File: src/rtl/lane_delay_pipe.sv
// Multi-lane programmable delay line: every lane is retimed by a shared depth of 1..MAX_DEPTH cycles,
// with stall, flush and an automatic clear whenever the effective depth changes.
module lane_delay_pipe #(
   parameter int WIDTH     = 8,
   parameter int LANES     = 4,
   parameter int MAX_DEPTH = 6,
   parameter int DW        = $clog2(MAX_DEPTH + 1)
) (
   input  logic                     clk,
   input  logic                     reset,
   input  logic                     en,
   input  logic                     flush,
   input  logic [DW-1:0]            depth,
   input  logic [LANES-1:0]         valid_in,
   input  logic [LANES*WIDTH-1:0]   data_in,
   output logic [LANES-1:0]         valid_out,
   output logic [LANES*WIDTH-1:0]   data_out,
   output logic                     depth_err
);

   logic [LANES-1:0]       vld_stg  [MAX_DEPTH];
   logic [LANES*WIDTH-1:0] data_stg [MAX_DEPTH];
   logic [DW-1:0]          depth_q;
   logic [DW-1:0]          eff;
   logic                   out_of_range;
   logic [LANES*WIDTH-1:0] din_masked;

   // Invalid entries always carry zero data so stale values never leak to the output.
   always_comb begin
      din_masked = '0;
      for (int i = 0; i < LANES; i++) begin
         if (valid_in[i]) din_masked[i*WIDTH +: WIDTH] = data_in[i*WIDTH +: WIDTH];
      end
   end

   always_comb begin
      out_of_range = (depth == '0) || (int'(depth) > MAX_DEPTH);
      if (depth == '0)                   eff = DW'(1);
      else if (int'(depth) > MAX_DEPTH)  eff = DW'(MAX_DEPTH);
      else                               eff = depth;
   end

   // Stage registers: a depth change clears in-flight words exactly like flush.
   always_ff @(posedge clk) begin
      if (!reset) begin
         for (int k = 0; k < MAX_DEPTH; k++) begin
            vld_stg[k]  <= '0;
            data_stg[k] <= '0;
         end
         depth_q   <= DW'(1);
         depth_err <= 1'b0;
      end else begin
         depth_err <= out_of_range;
         if (flush || (eff != depth_q)) begin
            depth_q <= eff;
            for (int k = 0; k < MAX_DEPTH; k++) begin
               vld_stg[k]  <= '0;
               data_stg[k] <= '0;
            end
         end else if (en) begin
            vld_stg[0]  <= valid_in;
            data_stg[0] <= din_masked;
            for (int k = 1; k < MAX_DEPTH; k++) begin
               vld_stg[k]  <= vld_stg[k-1];
               data_stg[k] <= data_stg[k-1];
            end
         end
      end
   end

   // Output tap: pure register mux selected by the latched depth.
   always_comb begin
      valid_out = '0;
      data_out  = '0;
      for (int k = 0; k < MAX_DEPTH; k++) begin
         if (int'(depth_q) == k + 1) begin
            valid_out = vld_stg[k];
            data_out  = data_stg[k];
         end
      end
   end

endmodule

File: config.mk
export PLATFORM = sky130hd
export DESIGN_NAME = lane_delay_pipe
export DESIGN_NICKNAME = d
export VERILOG_FILES = /design/src/rtl/lane_delay_pipe.sv
export SDC_FILE = /design/constraint.sdc
export NUM_CORES = 1
export LEC_CHECK = 0
export ABC_AREA = 1
export ABC_CLOCK_PERIOD_IN_PS = 14100
export CORE_MARGIN = 2
export CORE_UTILIZATION = 30
export CTS_CLUSTER_SIZE = 40
export DETAILED_ROUTE_END_ITERATION = 8
export GPL_ROUTABILITY_DRIVEN = 0
export SLEW_MARGIN = 30
export SYNTH_ARGS = -nofsm -noshare
export SYNTH_HDL_FRONTEND = slang
export SYNTH_SLANG_ARGS = --single-unit
File: constraint.sdc
create_clock -name clk -period 14.1 [get_ports clk]
set_input_delay 1.41 -clock clk [delete_from_list [all_inputs] [get_ports clk]]
set_output_delay 1.41 -clock clk [all_outputs]
set_load 0.01 [all_outputs]
==> qor.yml <==
cts-resized-gates: 0
slowest_delay_ps: 560
grt_pass1_vias: 6537
clock_power_share_pct: 41.2
clkLatencyLatePin_ps: 510
fp-row-count: 68
die_y_um: 191
status: "complete, no violations"
crit_path_end_kind: "output port"
p_leak_nw: 4.18
clkTransAtPathRegs_ps: 60
initial_core_util_pct: 30.3
netlist_area_um2: 10500
ant_nets: 0
nNetsFinal: 1060
cts_hold_buf: 0
grt_pass1_wl_um: 35600
numCtsBuffers: 23
routed_wl_um: 22100
p_per_area_nw_per_um2: 110
cts_tree: "done"
hpwl_um: 12500
skew_ps: 16.7
viasPerCell: 4.48
finalHoldViolCount: 0
worstMarginPinSlew_ps: 926
period_needed_ps: 4280
final_cell_mix: "222 x inv_1, 216 x edfxtp_1, 117 x nand2_1, 100 x nor3_2, 80 x nor3_1"
syn2layout_area_growth_pct: 18.2
io_buffer_count: 79
slew_violations: 0
grt_max_degree: 109
fin_crit_sh_pct: 30.4
dieWidth_um: 191
final_common_cell: "inv_1"
ff_latch_area_um2: 6570
grt_use_total_pct: 12.3
layout-drive-gt1-share_pct: 14.5
arrival_ps: 2870
fin_tns_setup_ps: 0
worst_r2r_path_depth: 8
critPathRequiredTime_ps: 12690
nFillCells: 3385
crit_fanout: 36
drtIter0Drc: 528
cts_root_buffer: "clkbuf_16"
core_area_um2: 34500
synth_fp_nets: 1008
relSlewSlack_pct: 38.3
yosys_warnings: 0
clock-sinks: 220
antenna_found_initial: 0
wire_per_inst_um: 14.9
power.internal_mw: 1.07
timing.fmax_mhz: 233
drc: 0
final_core_utilization_pct: 35.8
netSwitchingPower_uw: 298
cap_violations: 0
rsz0062_at_grt: "no"
antenna_cells: 0
yosysSeqAreaShare_pct: 62.8
ir_drop_mv: 0.0763
cp-start-kind: "register"
vias: 6662
htreeDepth: 1
yosys_register_bits: 220
postCtsSetupBuffers: 0
ys_types: 19
holdCritPathClass: "reg2reg"
ioPinCount: 80
gr-total-overflow: 0
dieArea_um2: 36400
slowest_stage: "clkdlybuf4s50_1"
synth_cells: 965
hold_depth: 2
p_comb_share_pct: 5.4
worstSetupPathType: "reg2out"
multi_input_area_um2: 2820
switching_share_pct: 21.9
syn_area_per_cell_um2: 10.8
clockBufferDepth: 3
pwr-share-seq_pct: 53.4
cp_cell_sequence: "inv_1 -> nand3_4 -> o22ai_1 -> a21oi_1 -> nand4_1 -> clkdlybuf4s50_1"
setup_viol: 0
dr.pass1.iters: 5
==> power groups by stage <==
stage / Sequential [mW] / Combinational (mW) / Clock, mW
floorplan: 0.741 / 0.0427 / 0
global placement: 0.741 / 0.0733 / 0
detailed placement: 0.741 / 0.0741 / 0
CTS: 0.728 / 0.0743 / 0.577
global route: 0.729 / 0.0801 / 0.603
finish: 0.728 / 0.0734 / 0.562
==> cell type report <==
class	count	area share, %
inverters	224	6.87
clock inverters	9	0.567
multi-input cells	460	22.8
clock buffers	32	4.93
flip-flops and latches	220	53.2
well taps	455	4.61
repair buffers	88	7.07
==> flip-flops by register name, indices dropped and copies added, names as in the netlist <==
name       count
vld_stg       24
data_stg     192
depth_err      1
depth_q        3
==> synth_stat cells <==
cell type  number  area, µm²
clkbuf_1       44        165
nand2_2         1       6.26
a21oi_1        39        195
nor2_4          1       11.3
dfxtp_1         4       80.1
buf_1           4       15.0
buf_2           2       10.0
nor3_2        104       1040
o22ai_1        36        225
nand4_1        40        250
buf_4           1       7.51
nand2_1       117        439
nor2_1         35        131
edfxtp_1      216       6490
nand3_1         7       35.0
buf_6          10        113
inv_1         223        837
inv_2           1       3.75
nor3_1         80        400
==> critical path: cells and delay by family (launching register included) <==
kind                   cells  cell delay [ps]
buffers and inverters      2              820
AOI/OAI and AO/OA          2              450
DFF                        1              420
and+or+nand+nor            2              650
==> metal layers <==
metal | track usage, % | vias to the layer above | part of all wire [%]
met1 | 17.1 | 3134 | 47
met2 | 19.7 | 137 | 47
met4 | 4.17 | 0 | 2.6
met5 | 0 | - | 0
li1 | - | 3356 | -
met3 | 1.49 | 35 | 3.6
==> worst paths after layout <==
kind | start | slack (ps) | end
max | depth_q[1]$_SDFFE_PN0P_ | 9820 | data_out[23]
max reg2reg | depth_q[1]$_SDFFE_PN0P_ | 11310 | data_stg[0][185]$_SDFFCE_PP0P_
min | data_stg[0][48]$_SDFFCE_PN0P_ | 640 | data_stg[0][80]$_SDFFCE_PN0P_
min reg2reg | data_stg[0][48]$_SDFFCE_PN0P_ | 640 | data_stg[0][80]$_SDFFCE_PN0P_
==> metrics by stage <==
stage | power [mW] | hold WS (ps) | instances | worst slack (ps) | area, µm²
finish | 1.36 | 637 | 1488 | 9820 | 12400
global route | 1.41 | 657 | 1488 | 9620 | 12400
CTS | 1.38 | 640 | 1488 | 9350 | 12300
detailed placement | 0.816 | 623 | 1447 | 9560 | 11700
global placement | 0.814 | 608 | 1447 | 9640 | 11600
floorplan | 0.784 | 594 | 965 | 5810 | 10500
==> cell families (layout without fill, tap and decap cells) <==
family	after synthesis	in the layout	synth area share (%)
DFF	220	220	62.8
AOI/OAI and AO/OA	75	75	4.02
and+or+nand+nor	385	385	22.1
buffers and inverters	285	353	11.0
Note: power is estimated with default switching activity, not from simulation.
